File: src/rtl/hazard_controller_pkg.sv
// Shared constants for the pipeline hazard controller: forwarding select
// encodings, register-index width and the load-use stall FSM state type.
package hazard_controller_pkg;

  localparam int unsigned REG_W       = 5;
  localparam int unsigned STALL_CNT_W = 3;

  // ALU operand source selects
  localparam logic [1:0] FWD_REG = 2'b00;
  localparam logic [1:0] FWD_WB  = 2'b01;
  localparam logic [1:0] FWD_MEM = 2'b10;

  typedef enum logic {
    RUN       = 1'b0,
    LOADSTALL = 1'b1
  } hazardState_t;

endpackage

File: src/rtl/hazard_controller_fwd.sv
// Forwarding unit for one ALU operand (combinational).
// Ports:
//   exRs        - source register of the EX instruction for this operand
//   memRd/wbRd  - destinations in MEM / WB
//   memRegWrite/wbRegWrite - MEM / WB write the register file
//   forward     - operand source: FWD_REG, FWD_WB or FWD_MEM
module hazard_controller_fwd
  import hazard_controller_pkg::*;
(
  input  logic [REG_W-1:0] exRs,
  input  logic [REG_W-1:0] memRd,
  input  logic [REG_W-1:0] wbRd,
  input  logic             memRegWrite,
  input  logic             wbRegWrite,
  output logic [1:0]       forward
);

  // MEM holds the younger result so it wins over WB; x0 is never forwarded.
  always_comb begin
    forward = FWD_REG;
    if (memRegWrite && (memRd != '0) && (memRd == exRs)) begin
      forward = FWD_MEM;
    end else if (wbRegWrite && (wbRd != '0) && (wbRd == exRs)) begin
      forward = FWD_WB;
    end
  end

endmodule

File: src/rtl/hazard_controller.sv
// Pipeline hazard controller for the 5-stage core. Selects ALU operand
// forwarding, stalls on load-use and data-memory wait, flushes the front end
// on a taken branch or jump, and keeps saturating stall/flush counters.
// Ports:
//   clk, reset                 - clock, asynchronous active-high reset
//   idRs1/idRs2, idUsesRs1/2   - ID instruction sources and their use flags
//   exValid, exRs1/exRs2, exRd - EX instruction validity, sources, destination
//   exMemRead, exIsBranch, exIsJump, exBranch - EX load / branch / jump info
//   memRd/wbRd, memRegWrite/wbRegWrite - MEM/WB register writes
//   memBusy                    - data memory not ready
//   forwardA/forwardB          - ALU in1/in2 source select
//   stallIf/Id/Ex/Mem, bubbleEx, flushIf, flushId, pcRedirect - pipeline control
//   stallCycles, flushCount    - saturating performance counters
module hazard_controller
  import hazard_controller_pkg::*;
#(
  parameter int unsigned LOAD_USE_STALLS = 1,
  parameter int unsigned CNT_WIDTH       = 32
) (
  input  logic                 clk,
  input  logic                 reset,
  input  logic [REG_W-1:0]     idRs1,
  input  logic [REG_W-1:0]     idRs2,
  input  logic                 idUsesRs1,
  input  logic                 idUsesRs2,
  input  logic                 exValid,
  input  logic [REG_W-1:0]     exRs1,
  input  logic [REG_W-1:0]     exRs2,
  input  logic [REG_W-1:0]     exRd,
  input  logic                 exMemRead,
  input  logic                 exIsBranch,
  input  logic                 exIsJump,
  input  logic                 exBranch,
  input  logic [REG_W-1:0]     memRd,
  input  logic [REG_W-1:0]     wbRd,
  input  logic                 memRegWrite,
  input  logic                 wbRegWrite,
  input  logic                 memBusy,
  output logic [1:0]           forwardA,
  output logic [1:0]           forwardB,
  output logic                 stallIf,
  output logic                 stallId,
  output logic                 stallEx,
  output logic                 stallMem,
  output logic                 bubbleEx,
  output logic                 flushIf,
  output logic                 flushId,
  output logic                 pcRedirect,
  output logic [CNT_WIDTH-1:0] stallCycles,
  output logic [CNT_WIDTH-1:0] flushCount
);

  // The first stall cycle is spent in RUN, so LOADSTALL covers the remaining ones.
  localparam logic             MULTI_STALL = (LOAD_USE_STALLS > 1);
  localparam logic [STALL_CNT_W-1:0] STALL_INIT =
    MULTI_STALL ? STALL_CNT_W'(LOAD_USE_STALLS - 2) : '0;

  hazardState_t            state, stateNext;
  logic [STALL_CNT_W-1:0]  stallCnt, stallCntNext;
  logic                    loadUse, redirect;
  logic [1:0]              fwdA, fwdB;

  hazard_controller_fwd u_fwd_in1 (
    .exRs        (exRs1),
    .memRd       (memRd),
    .wbRd        (wbRd),
    .memRegWrite (memRegWrite),
    .wbRegWrite  (wbRegWrite),
    .forward     (fwdA)
  );

  hazard_controller_fwd u_fwd_in2 (
    .exRs        (exRs2),
    .memRd       (memRd),
    .wbRd        (wbRd),
    .memRegWrite (memRegWrite),
    .wbRegWrite  (wbRegWrite),
    .forward     (fwdB)
  );

  assign forwardA = reset ? FWD_REG : fwdA;
  assign forwardB = reset ? FWD_REG : fwdB;

  // Hazard detection
  assign loadUse = exValid && exMemRead && (exRd != '0) &&
                   ((idUsesRs1 && (idRs1 == exRd)) || (idUsesRs2 && (idRs2 == exRd)));
  assign redirect = exValid && ((exIsBranch && exBranch) || exIsJump);

  // Next state and control outputs; priority memBusy > redirect > loadUse
  always_comb begin
    stateNext    = state;
    stallCntNext = stallCnt;
    stallIf      = 1'b0;
    stallId      = 1'b0;
    stallEx      = 1'b0;
    stallMem     = 1'b0;
    bubbleEx     = 1'b0;
    flushIf      = 1'b0;
    flushId      = 1'b0;
    pcRedirect   = 1'b0;

    if (reset) begin
      stateNext    = RUN;
      stallCntNext = '0;
    end else if (memBusy) begin
      // Whole pipe frozen; FSM holds so a load-use stall resumes afterwards.
      stallIf  = 1'b1;
      stallId  = 1'b1;
      stallEx  = 1'b1;
      stallMem = 1'b1;
    end else begin
      case (state)
        RUN: begin
          if (redirect) begin
            // ID is on the wrong path, so any load-use there is moot.
            pcRedirect = 1'b1;
            flushIf    = 1'b1;
            flushId    = 1'b1;
          end else if (loadUse) begin
            stallIf  = 1'b1;
            stallId  = 1'b1;
            bubbleEx = 1'b1;
            if (MULTI_STALL) begin
              stateNext    = LOADSTALL;
              stallCntNext = STALL_INIT;
            end
          end
        end
        LOADSTALL: begin
          // EX holds a bubble here, so redirect/loadUse inputs are ignored.
          stallIf  = 1'b1;
          stallId  = 1'b1;
          bubbleEx = 1'b1;
          if (stallCnt == '0) begin
            stateNext = RUN;
          end else begin
            stallCntNext = stallCnt - STALL_CNT_W'(1);
          end
        end
        default: begin
          stateNext    = RUN;
          stallCntNext = '0;
        end
      endcase
    end
  end

  // State, stall counter and saturating performance counters
  always_ff @(posedge clk or posedge reset) begin
    if (reset) begin
      state       <= RUN;
      stallCnt    <= '0;
      stallCycles <= '0;
      flushCount  <= '0;
    end else begin
      state    <= stateNext;
      stallCnt <= stallCntNext;
      if (stallId && (stallCycles != '1)) begin
        stallCycles <= stallCycles + CNT_WIDTH'(1);
      end
      if (pcRedirect && (flushCount != '1)) begin
        flushCount <= flushCount + CNT_WIDTH'(1);
      end
    end
  end

endmodule
File: config.mk
export PLATFORM = sky130hd
export DESIGN_NAME = hazard_controller
export DESIGN_NICKNAME = d
export VERILOG_FILES = /design/src/rtl/hazard_controller_pkg.sv /design/src/rtl/hazard_controller_fwd.sv /design/src/rtl/hazard_controller.sv
export SDC_FILE = /design/constraint.sdc
export NUM_CORES = 1
export LEC_CHECK = 0
export CAP_MARGIN = 5
export CORE_MARGIN = 5
export CORE_UTILIZATION = 47
export CTS_CLUSTER_SIZE = 10
export DETAILED_ROUTE_END_ITERATION = 16
export PLACE_DENSITY = 0.91
export SKIP_LAST_GASP = 1
export SLEW_MARGIN = 20
export SYNTH_ARGS = -nofsm -noshare
export SYNTH_HDL_FRONTEND = slang
export SYNTH_SLANG_ARGS = --single-unit
File: constraint.sdc
create_clock -name clk -period 4.25 [get_ports clk]
set_clock_uncertainty 0.15 [all_clocks]
set_input_delay 0.6375 -clock clk [delete_from_list [all_inputs] [get_ports clk]]
set_output_delay 0.6375 -clock clk [all_outputs]
set_load 0.01 [all_outputs]
==> results of run 1 <==
## through the flow
stage                     hold WS (ps)  setup slack (ps)
after floorplan                    355               558
after global placement             324               530
after detailed placement           334               414
after CTS                          347               414
after global routing               365               373
final                              343               414
## cell usage after synthesis, types with 2 or more instances
| cell type | count |
|---|---|
| inv_2 | 2 |
| dfrtp_1 | 68 |
| nor2_1 | 27 |
| mux2_1 | 3 |
| ha_1 | 4 |
| nor3_2 | 2 |
| a21oi_1 | 3 |
| nor3b_1 | 2 |
| nor2_2 | 2 |
| buf_2 | 2 |
| xor2_1 | 51 |
| nor2b_1 | 2 |
| nand4_1 | 19 |
| a31oi_1 | 2 |
| xnor2_1 | 40 |
| nor4_1 | 15 |
| nand4bb_1 | 2 |
| buf_4 | 5 |
| or4_1 | 5 |
| nor4_2 | 2 |
| and2_1 | 4 |
| nor3_1 | 23 |
| and3_1 | 7 |
| o21ai_0 | 2 |
| nand3_1 | 27 |
| and4_1 | 3 |
| inv_1 | 13 |
| buf_6 | 3 |
| nand2_1 | 37 |
| nor4b_2 | 3 |
## where the power goes
| group | switching, W | leakage [nW] | internal, W | total, W |
|---|---|---|---|---|
| logic | 0.000178 | 1.24 | 0.000232 | 0.000411 |
| clock network | 0.000248 | 0.0811 | 0.000208 | 0.000456 |
| registers | 0.0000947 | 0.885 | 0.000712 | 0.000807 |
## how the worst max path moves through the flow
stage | end | cells after the start
2_1_floorplan | stallIf | 6
3_3_place_gp | forwardA[0] | 6
3_5_place_dp | forwardA[0] | 6
4_1_cts | forwardA[0] | 6
5_1_grt | forwardA[0] | 6
6_report | forwardB[0] | 6
## cell type report
| type | count | area [um2] |
|---|---|---|
| multi-input cells | 299 | 2030 |
| repair buffers | 125 | 1240 |
| clock inverters | 6 | 42.5 |
| clock buffers | 9 | 124 |
| well taps | 105 | 131 |
| fillers | 657 | 2800 |
| flip-flops and latches | 68 | 1700 |
| inverters | 15 | 60.1 |
## sequential cells by signal, summed over array words and instances (netlist names)
name / cells
stallCnt: 3
stallCycles: 32
state: 1
flushCount: 32
## placed cells by master (no fill, tap or decap), types with 9 or more instances in the layout
cell / count
nor4_1: 15
nand4_1: 19
nor3_1: 23
inv_1: 12
nand2_1: 37
dfrtp_1: 68
clkdlybuf4s50_1: 122
xor2_1: 51
nor2_1: 27
xnor2_1: 40
clkbuf_8: 9
nand3_1: 27
## critical path: stages
cell             delay (ps)
clkdlybuf4s50_1         470
or4_1                   550
o21ai_0                 380
nor3_1                  130
nor3_1                  270
clkdlybuf4s50_1         600
## metal layers
layer | vias to the layer above | global-route usage (%)
li1 | 1615 | -
met1 | 1566 | 24.4
met2 | 116 | 33.5
met3 | 16 | 4.01
met4 | 0 | 7.25
met5 | - | 0
## logic make-up after synthesis
| family | count (synthesis) |
|---|---|
| AND/OR/NAND/NOR | 187 |
| XOR/XNOR | 91 |
| flip-flops | 68 |
| buffers and inverters | 26 |
| AO/OA/AOI/OAI | 14 |
| adder cells (fa/ha/maj) | 4 |
| multiplexers | 3 |
==> out/metrics.cfg, run 1 <==
[run_status]
outcome=finished clean

[routing]
post_drt_via_cell_ratio=5.28
post-route-drc-count=0
initialDrtViolationCount=122
first_pass_iters=4
route.vias.total=3313
ant_nets=0
wl_met3_um=513
detail_route.wirelength.met1_um=4180
detailed_route_wire_length_um=9870
post_drt_wl_per_cell_um=15.7
dr_wl_met2_um=5000
highest-signal-layer=met4

[pwr]
ir_drop_uv=219
pwr_per_cell_area_mw_per_mm2=314
static-leakage-power_nw=2.21
report.power.total_w=0.00167

[global_routing]
grt_pass1_vias=3386
grt_remaining_overflow=0
largest_net_degree_at_the_start_of_global_routing=69
grt_first_pass_wirelength_um=16100
grt_antenna_before_repair=0
grtUsageTotal_pct=19.6

[sta]
grt_setup_unrepaired=no
min_period_over_period_pct=90.3
timing.setup.tns_ps=0
hold_violations=0
final-max-slew-violation-count=0
fmaxAchievable_ghz=0.261
slew_at_the_pin_closest_to_its_max_slew_limit_ps=853
min_period_ps=3840
finalSetupViolations=0
relSlewSlack_pct=43.1

[logic_synthesis]
yosysSeqAreaShare_pct=43.9
synth-seq-cells=68
synth_simple_gate_area_share_pct=27.0
postSynth.topFlopCell=dfrtp_1
netlist-cell-type-count=43
synth_nets=444
synthesis.area_mm2=0.00387
synthTopCellsByArea=dfrtp_1 (44%), xor2_1 (12%), xnor2_1 (9.0%)
yosysWarnings=0
synth_top_area_share_pct=43.9
synth_area_in_compound_gates_pct=2.65
mux_cell_area_share_after_synthesis_pct=0.872
postSynthCellCount=393
synth_async_sr_flop_share_pct=100
synthesis.area_per_instance_um2=9.85
synth_top_area_cell=dfrtp_1
synth_adder_area_share_pct=1.29
post_synth_xor_area_fraction_pct=20.6
edff_count_synth=0
main_combinational_cell_family_by_area_after_synthesis=simple AND/OR/NAND/NOR gates

[worst_setup_path]
worstPathMaxFanout=4
critPathCaptureType=primary output
path_class=input port to primary output
r2r_setup_slack_ps=1540
worst_r2r_endpoint=stallCycles[1]
cp.arrival_ps=3050
rr_worst_depth=7
r2r_start=stallCycles[0]
worst-endpoint-required_ps=3460
cp-startpoint=memRd[0]
worst_setup_path_start_kind=input port

[placed_design]
post-place-cells=612
post_dp_hpwl_um=7580
place.gp.congestion=0.886
placed_cell_area_mm2=0.00517
port-buffer-count=122

[min_path]
hold-path-cell-count=1
worst_hold_path.endpoint=stallCycles[19]
min_path_type=register to register
holdCritStartpoint=stallCycles[19]

[clocking]
post_cts_buffers=0
clkSinkCount=68
clock_tree.root_cell=clkbuf_8
ctsResizeCount=0
cts_buffers=9
cts_max_level=3
clkTransAtPathRegs_ps=70
cts_tree=built
cts_max_path_buffers=2
cts-hold-fix-buffers=0
clock_insertion_delay_worst_skew_ps=340

[floorplan]
floorplan.die.height_um=101
initial_util_pct=47.6
floorplan.die_area_mm2=0.0102
rows=33
ios=123
core-area_mm2=0.00813
die_width_um=101

[finish]
nNetsFinal=569
layout.cells.non_filler=627
layout-drive-gt1-share_pct=6.51
diodes=0
utilization_pct=65.6
stdcell_area_mm2=0.00533
flow.area_growth_from_synthesis_pct=37.7

[flow_run]
drv.max_cap_violation_count=0

No activity file was read; power rests on OpenSTA's default activity.
==> run 2: changes to the inputs <==
Settings changed: CTS_CLUSTER_DIAMETER set to 150, SYNTH_HIERARCHICAL set to 1.
Clock period 4.25 ns to 4.4 ns, I/O delays scaled along.
==> out/metrics.cfg, run 2 <==
[run_status]
outcome=finished clean

[logic_synthesis]
synth_nets=429  ; -3.4%
synth_async_sr_flop_share_pct=100  ; unchanged
synth_simple_gate_area_share_pct=27.2  ; +0.22 points
synthTopCellsByArea=dfrtp_1 (44%), xnor2_1 (11%), xor2_1 (8.7%)
edff_count_synth=0  ; unchanged
main_combinational_cell_family_by_area_after_synthesis=simple AND/OR/NAND/NOR gates
synth_top_area_share_pct=43.6  ; -0.37 points
mux_cell_area_share_after_synthesis_pct=0.577  ; -0.30 points
synth_area_in_compound_gates_pct=4.65  ; +2.0 points
yosysSeqAreaShare_pct=43.6  ; -0.37 points
postSynth.topFlopCell=dfrtp_1
synthesis.area_per_instance_um2=10.3  ; +4.8%
synth-seq-cells=68  ; unchanged
netlist-cell-type-count=48  ; +12%
synth_adder_area_share_pct=1.28  ; -0.011 points
postSynthCellCount=378  ; -3.8%
post_synth_xor_area_fraction_pct=20.2  ; -0.40 points
synth_top_area_cell=dfrtp_1
ys_top_cells_by_count=dfrtp_1 (68), xnor2_1 (51), xor2_1 (39)
yosysWarnings=6  ; +6
synth_most_common_cell=dfrtp_1
synthesis.area_mm2=0.00390  ; +0.84%

[pwr]
ir_drop_uv=281  ; +28%
report.power.total_w=0.00164  ; -2.2%
static-leakage-power_nw=2.22  ; +0.74%
pwr_per_cell_area_mw_per_mm2=304  ; -3.3%

[worst_setup_path]
timing.critical_path.buf_inv=3  ; +1
timing.critical_path.max_delay_family=buffers and inverters
path_class=input port to primary output
worstPathMaxFanout=6  ; +2
cp.arrival_ps=2700  ; -350 ps
cp_slowest_stage_delay_ps=540  ; -60 ps
critPathCaptureType=primary output
crit_path_cell_trace=clkdlybuf4s50_1 -> or4_1 -> o211ai_2 -> nor2_1 -> a21oi_4 -> inv_2 -> clkdlybuf4s50_1
critical_path_top_delay_cell=or4_1
worst_setup_path_start_kind=input port
worst-endpoint-required_ps=3590  ; +130 ps
cell_occurring_most_often_along_the_worst_timing_path=clkdlybuf4s50_1

[finish]
nNetsFinal=553  ; -2.8%
most-common-layout-cells=clkdlybuf4s50_1 (122), dfrtp_1 (68), xnor2_1 (51), xor2_1 (39), nand3_1 (34)
flow.area_growth_from_synthesis_pct=38.0
top_flop_regs=flushCount (32), stallCycles (32), stallCnt (3)
layout.cells.most_common=clkdlybuf4s50_1
layout-drive-gt1-share_pct=8.30  ; +1.8 points
diodes=0  ; unchanged
stdcell_area_mm2=0.00539  ; +1.1%

[routing]
first_pass_iters=4  ; unchanged
initialDrtViolationCount=101  ; -17%
route.vias.total=3384  ; +2.1%
post-route-drc-count=0  ; unchanged
detailed_route_wire_length_um=10100  ; +2.6%
ant_nets=0  ; unchanged
post_drt_via_cell_ratio=5.54  ; +4.8%
post_drt_wl_per_cell_um=16.6  ; +5.3%

[sta]
hold_violations=0  ; unchanged
final-max-slew-violation-count=0  ; unchanged
slew_at_the_pin_closest_to_its_max_slew_limit_ps=898  ; +44.8 ps
worst_hold_slack_ps=350  ; +7.59 ps
timing.setup.tns_ps=0  ; unchanged
relSlewSlack_pct=40.2  ; -3.0 points
grt_setup_unrepaired=no
finalSetupViolations=0  ; unchanged
min_period_ps=3510
min_period_over_period_pct=79.8
fmaxAchievable_ghz=0.285

[clocking]
clkTransAtPathRegs_ps=60  ; about the same
cts-hold-fix-buffers=0  ; unchanged
ctsResizeCount=0  ; unchanged
clkSinkCount=68  ; unchanged
cts_max_path_buffers=2  ; unchanged
cts_tree=built
clock_insertion_delay_worst_skew_ps=340  ; about the same
clock_tree.root_cell=clkbuf_8
cts_max_level=3  ; unchanged
cts_buffers=9  ; unchanged
post_cts_buffers=0  ; unchanged

[floorplan]
initial_util_pct=47.8  ; +0.16 points
die_width_um=101  ; +0.38%
core-area_mm2=0.00818  ; +0.51%
ios=123  ; unchanged
rows=33  ; unchanged
floorplan.die.height_um=101  ; +0.38%
floorplan.die_area_mm2=0.0102  ; +0.76%

[placed_design]
post_dp_hpwl_um=7820  ; +3.2%
port-buffer-count=122  ; unchanged
placed_cell_area_mm2=0.00520  ; +0.75%
place.gp.congestion=0.795  ; -10%

[global_routing]
grt_remaining_overflow=0  ; unchanged
largest_net_degree_at_the_start_of_global_routing=53  ; -23%
grt_pass1_vias=3462  ; +2.2%
grt_first_pass_wirelength_um=16600  ; +3.2%
grt_antenna_before_repair=0  ; unchanged
grtUsageTotal_pct=20.2  ; +0.56 points

[min_path]
min_path_type=register to register

[flow_run]
drv.max_cap_violation_count=0  ; unchanged

run 2: cell types whose count changed in the layout (fill, tap and decap cells not counted), sizes merged, moves of 4 or more:
cell    previous run  this run
clkbuf             9        13
inv               14         5
nand2             37        29
nand3             27        34
nand4             20        25
nor2              29        21
nor2b              2         8
nor4              18        13
or4                5         1
xnor2             40        51
xor2              51        39
run 2: cell type report:
type	count	area (um2)
sequential	68	1700
inverter	6	23.8
timing repair buffer	125	1240
clock inverter	2	35.0
multi-input combinational	292	2110
clock buffer	13	149
fill	633	2790
tap	105	131
run 2: worst register-to-register path: stages (launching register included):
cell,delay (ps)
dfrtp_1,570
nand2_1,100
nor3_1,470
nand3_1,260
nor2_4,560
nor3_1,170
xor2_1,190
run 2: path summary, 6_finish.rpt:
path / from / to / slack (ps) / cells past startpoint
worst min-delay path: stallCycles[27] / stallCycles[27] / 350 / 1
worst min register to register: stallCycles[27] / stallCycles[27] / 350 / 1
min in group asynchronous: reset / stallCnt[2] / 1000 / 2
worst max register to register: stallCycles[17] / stallCycles[15] / 1810 / 6
worst max-delay path: exRd[2] / stallIf / 890 / 7
max in group asynchronous: reset / stallCycles[21] / 2440 / 3
run 2: power by group:
group / total (W) / leakage (nW) / internal [W] / switching [W]
Sequential: 0.000776 / 0.906 / 0.000683 / 0.0000932
Clock: 0.000490 / 0.0935 / 0.000274 / 0.000216
Combinational: 0.000370 / 1.22 / 0.000209 / 0.000161
Total: 0.00164 / 2.22 / 0.00117 / 0.000470
run 2: cells by family after synthesis:
family | Yosys count
AOI/OAI and AO/OA | 17
xor gates and xnor gates | 90
adders and majority gates | 4
buffers and inverters | 18
DFF | 68
muxes | 2
and+or+nand+nor | 179
run 2: metrics by stage:
stage	utilization [%]	setup WS [ps]	std cells
after global placement	63.7	905	596
after global routing	65.9	798	611
after detailed placement	63.7	886	596
after floorplan	-	1640	378
after CTS	65.9	883	611
final	65.9	888	611
run 2: metal layers:
| metal | wire length [um] | part of all wire, % | track usage [%] | up-vias |
|---|---|---|---|---|
| li1 | - | - | - | 1583 |
| met1 | 4060 | 40 | 24.5 | 1660 |
| met2 | 5380 | 53 | 35.3 | 120 |
| met3 | 485 | 4.8 | 5.44 | 21 |
| met4 | 198 | 2.0 | 5.62 | 0 |
| met5 | 0 | 0 | 0 | - |
==> run 3: changes to the inputs <==
Settings changed: CORE_UTILIZATION 47 to 43, PLACE_DENSITY 0.91 to 0.88.
Clock period 4.4 ns to 3 ns, I/O delays scaled along.
==> out/metrics.cfg, run 3 (synthesized netlist as in run 2, its figures left out) <==
[floorplan]
floorplan.die.height_um=105  ; +4.1%
ios=123  ; unchanged
rows=34  ; +3.0%
die_width_um=105  ; +4.1%
initial_util_pct=44.3  ; -3.4 points
core-area_mm2=0.00881  ; +7.7%
floorplan.die_area_mm2=0.0111  ; +8.4%

[routing]
first_pass_iters=4  ; unchanged
initialDrtViolationCount=90  ; -11%
post-route-drc-count=0  ; unchanged
post_drt_wl_per_cell_um=16.3  ; -1.4%
detailed_route_wire_length_um=10200  ; +0.56%
ant_nets=0  ; unchanged
route.vias.total=3348  ; -1.1%
post_drt_via_cell_ratio=5.37  ; -3.0%

[worst_setup_path]
critPathCaptureType=primary output
cp.arrival_ps=2320  ; -380 ps
worst_setup_path_start_kind=input port
worst-endpoint-required_ps=2400  ; -1190 ps
path_class=input port to primary output
worstPathMaxFanout=4  ; -2

[finish]
flow.area_growth_from_synthesis_pct=40.9
most-common-layout-cells=clkdlybuf4s50_1 (115), dfrtp_1 (68), xnor2_1 (51), xor2_1 (39), nand3_1 (34)
layout.cells.non_filler=623  ; +2.0%
top_flop_regs=flushCount (32), stallCycles (32), stallCnt (3)
diodes=0  ; unchanged
layout.cells.most_common=clkdlybuf4s50_1
nNetsFinal=562  ; +1.6%
layout-drive-gt1-share_pct=10.3  ; +2.0 points

[clocking]
cts_max_path_buffers=2  ; unchanged
post_cts_buffers=0  ; unchanged
clock_tree.root_cell=clkbuf_8
cts_tree=built
cts_buffers=9  ; unchanged
clkTransAtPathRegs_ps=70  ; about the same
clkSinkCount=68  ; unchanged
cts_max_level=3  ; unchanged
clock_insertion_delay_worst_skew_ps=330  ; about the same

[sta]
final-max-slew-violation-count=0  ; unchanged
grt_setup_unrepaired=yes
fmaxAchievable_ghz=0.343
min_period_over_period_pct=97.2
slew_at_the_pin_closest_to_its_max_slew_limit_ps=612  ; -286 ps
worst_hold_slack_ps=349  ; -1.16 ps
hold_violations=0  ; unchanged
finalSetupViolations=0  ; unchanged
relSlewSlack_pct=59.1  ; +19 points
min_period_ps=2920

[pwr]
switching_share_pct=28.8  ; +0.071 points
p_int_w=0.00172  ; +47%
seq_power_share_pct=46.9  ; -0.5 points
report.power.total_w=0.00241  ; +47%
power.combinational.fraction_pct=22.9  ; +0.3 points
pwr_per_cell_area_mw_per_mm2=438  ; +44%
switchingPower_w=0.000695  ; +48%
power.share.clock_pct=30.3  ; +0.3 points
ir_drop_uv=294  ; +4.6%
static-leakage-power_nw=2.34  ; +5.2%

[placed_design]
place.gp.congestion=0.866  ; +8.9%
post_dp_hpwl_um=7840  ; +0.24%
port-buffer-count=122  ; unchanged
post-place-cells=608  ; +2.0%

[run_status]
outcome=finished clean

[global_routing]
grt_remaining_overflow=0  ; unchanged
grt_antenna_before_repair=0  ; unchanged
grt_pass1_vias=3550  ; +2.5%
largest_net_degree_at_the_start_of_global_routing=37  ; -30%
grtUsageTotal_pct=18.7  ; -1.4 points
grt_first_pass_wirelength_um=17200  ; +3.8%

[flow_run]
drv.max_cap_violation_count=0  ; unchanged

[min_path]
min_path_type=register to register

## run 3: cell types whose count changed in the layout (fill, tap and decap cells not counted), moves of 2 or more
cell	delta
buf_4	+8
clkdlybuf4s50_1	-7
dlygate4sd2_1	+2
dlymetal6s2s_1	+5
## run 3: area by class of cell
class | instances | area (um2)
clock inverters | 2 | 35.0
multi-input cells | 292 | 2130
repair buffers | 134 | 1330
well taps | 108 | 135
clock buffers | 13 | 149
fillers | 702 | 3300
flip-flops and latches | 68 | 1700
inverters | 6 | 22.5
## run 3: power by group through the flow
stage | Combinational [W] | Sequential, W | Clock, W
finish | 0.000552 | 0.00113 | 0.000730
global route | 0.000595 | 0.00115 | 0.000796
CTS | 0.000559 | 0.00113 | 0.000748
detailed placement | 0.000555 | 0.00115 | 0
global placement | 0.000539 | 0.00114 | 0
floorplan | 0.000206 | 0.00117 | 0
## run 3: repair_timing
action                                  in CTS  in global routing
hold buffers                                 0                  0
pin swaps                                    0                  2
resized for setup                            2                  8
endpoints found under the setup margin       2                  4
## run 3: stage by stage
step	setup TNS (ps)	util [%]	worst slack (ps)	cell area (um2)
2_1_floorplan	0	-	478	3910
3_3_place_gp	0	60.1	26.8	5290
3_5_place_dp	-61.6	60.1	-32.3	5290
4_1_cts	0	62.1	12.8	5470
5_1_grt	-70.7	62.5	-52.1	5500
6_report	0	62.5	83.0	5500
## run 3: worst paths after layout
check | start | to | slack [ps] | cells past startpoint
max in group asynchronous | reset | flushCount[7] | 1800 | 4
setup reg to reg | stallCycles[17] | stallCycles[16] | 610 | 7
min in group asynchronous | reset | state | 510 | 4
hold reg to reg | stallCycles[23] | stallCycles[23] | 350 | 1
setup / recovery | memRd[4] | forwardA[1] | 80 | 6
hold / removal | stallCycles[23] | stallCycles[23] | 350 | 1
## run 3: worst max-delay path, stage by stage
cell,delay (ps)
clkdlybuf4s50_1,460
nor2_1,260
o41ai_4,130
a211oi_2,230
nor2b_1,210
clkdlybuf4s50_1,560
## run 3: metal layers
metal	share of wire (%)	vias up	global-route usage, %
met4	2.4	0	6.28
met5	0	-	0
met2	53	93	33.1
li1	-	1596	-
met3	4.3	24	4.58
met1	41	1635	22.3
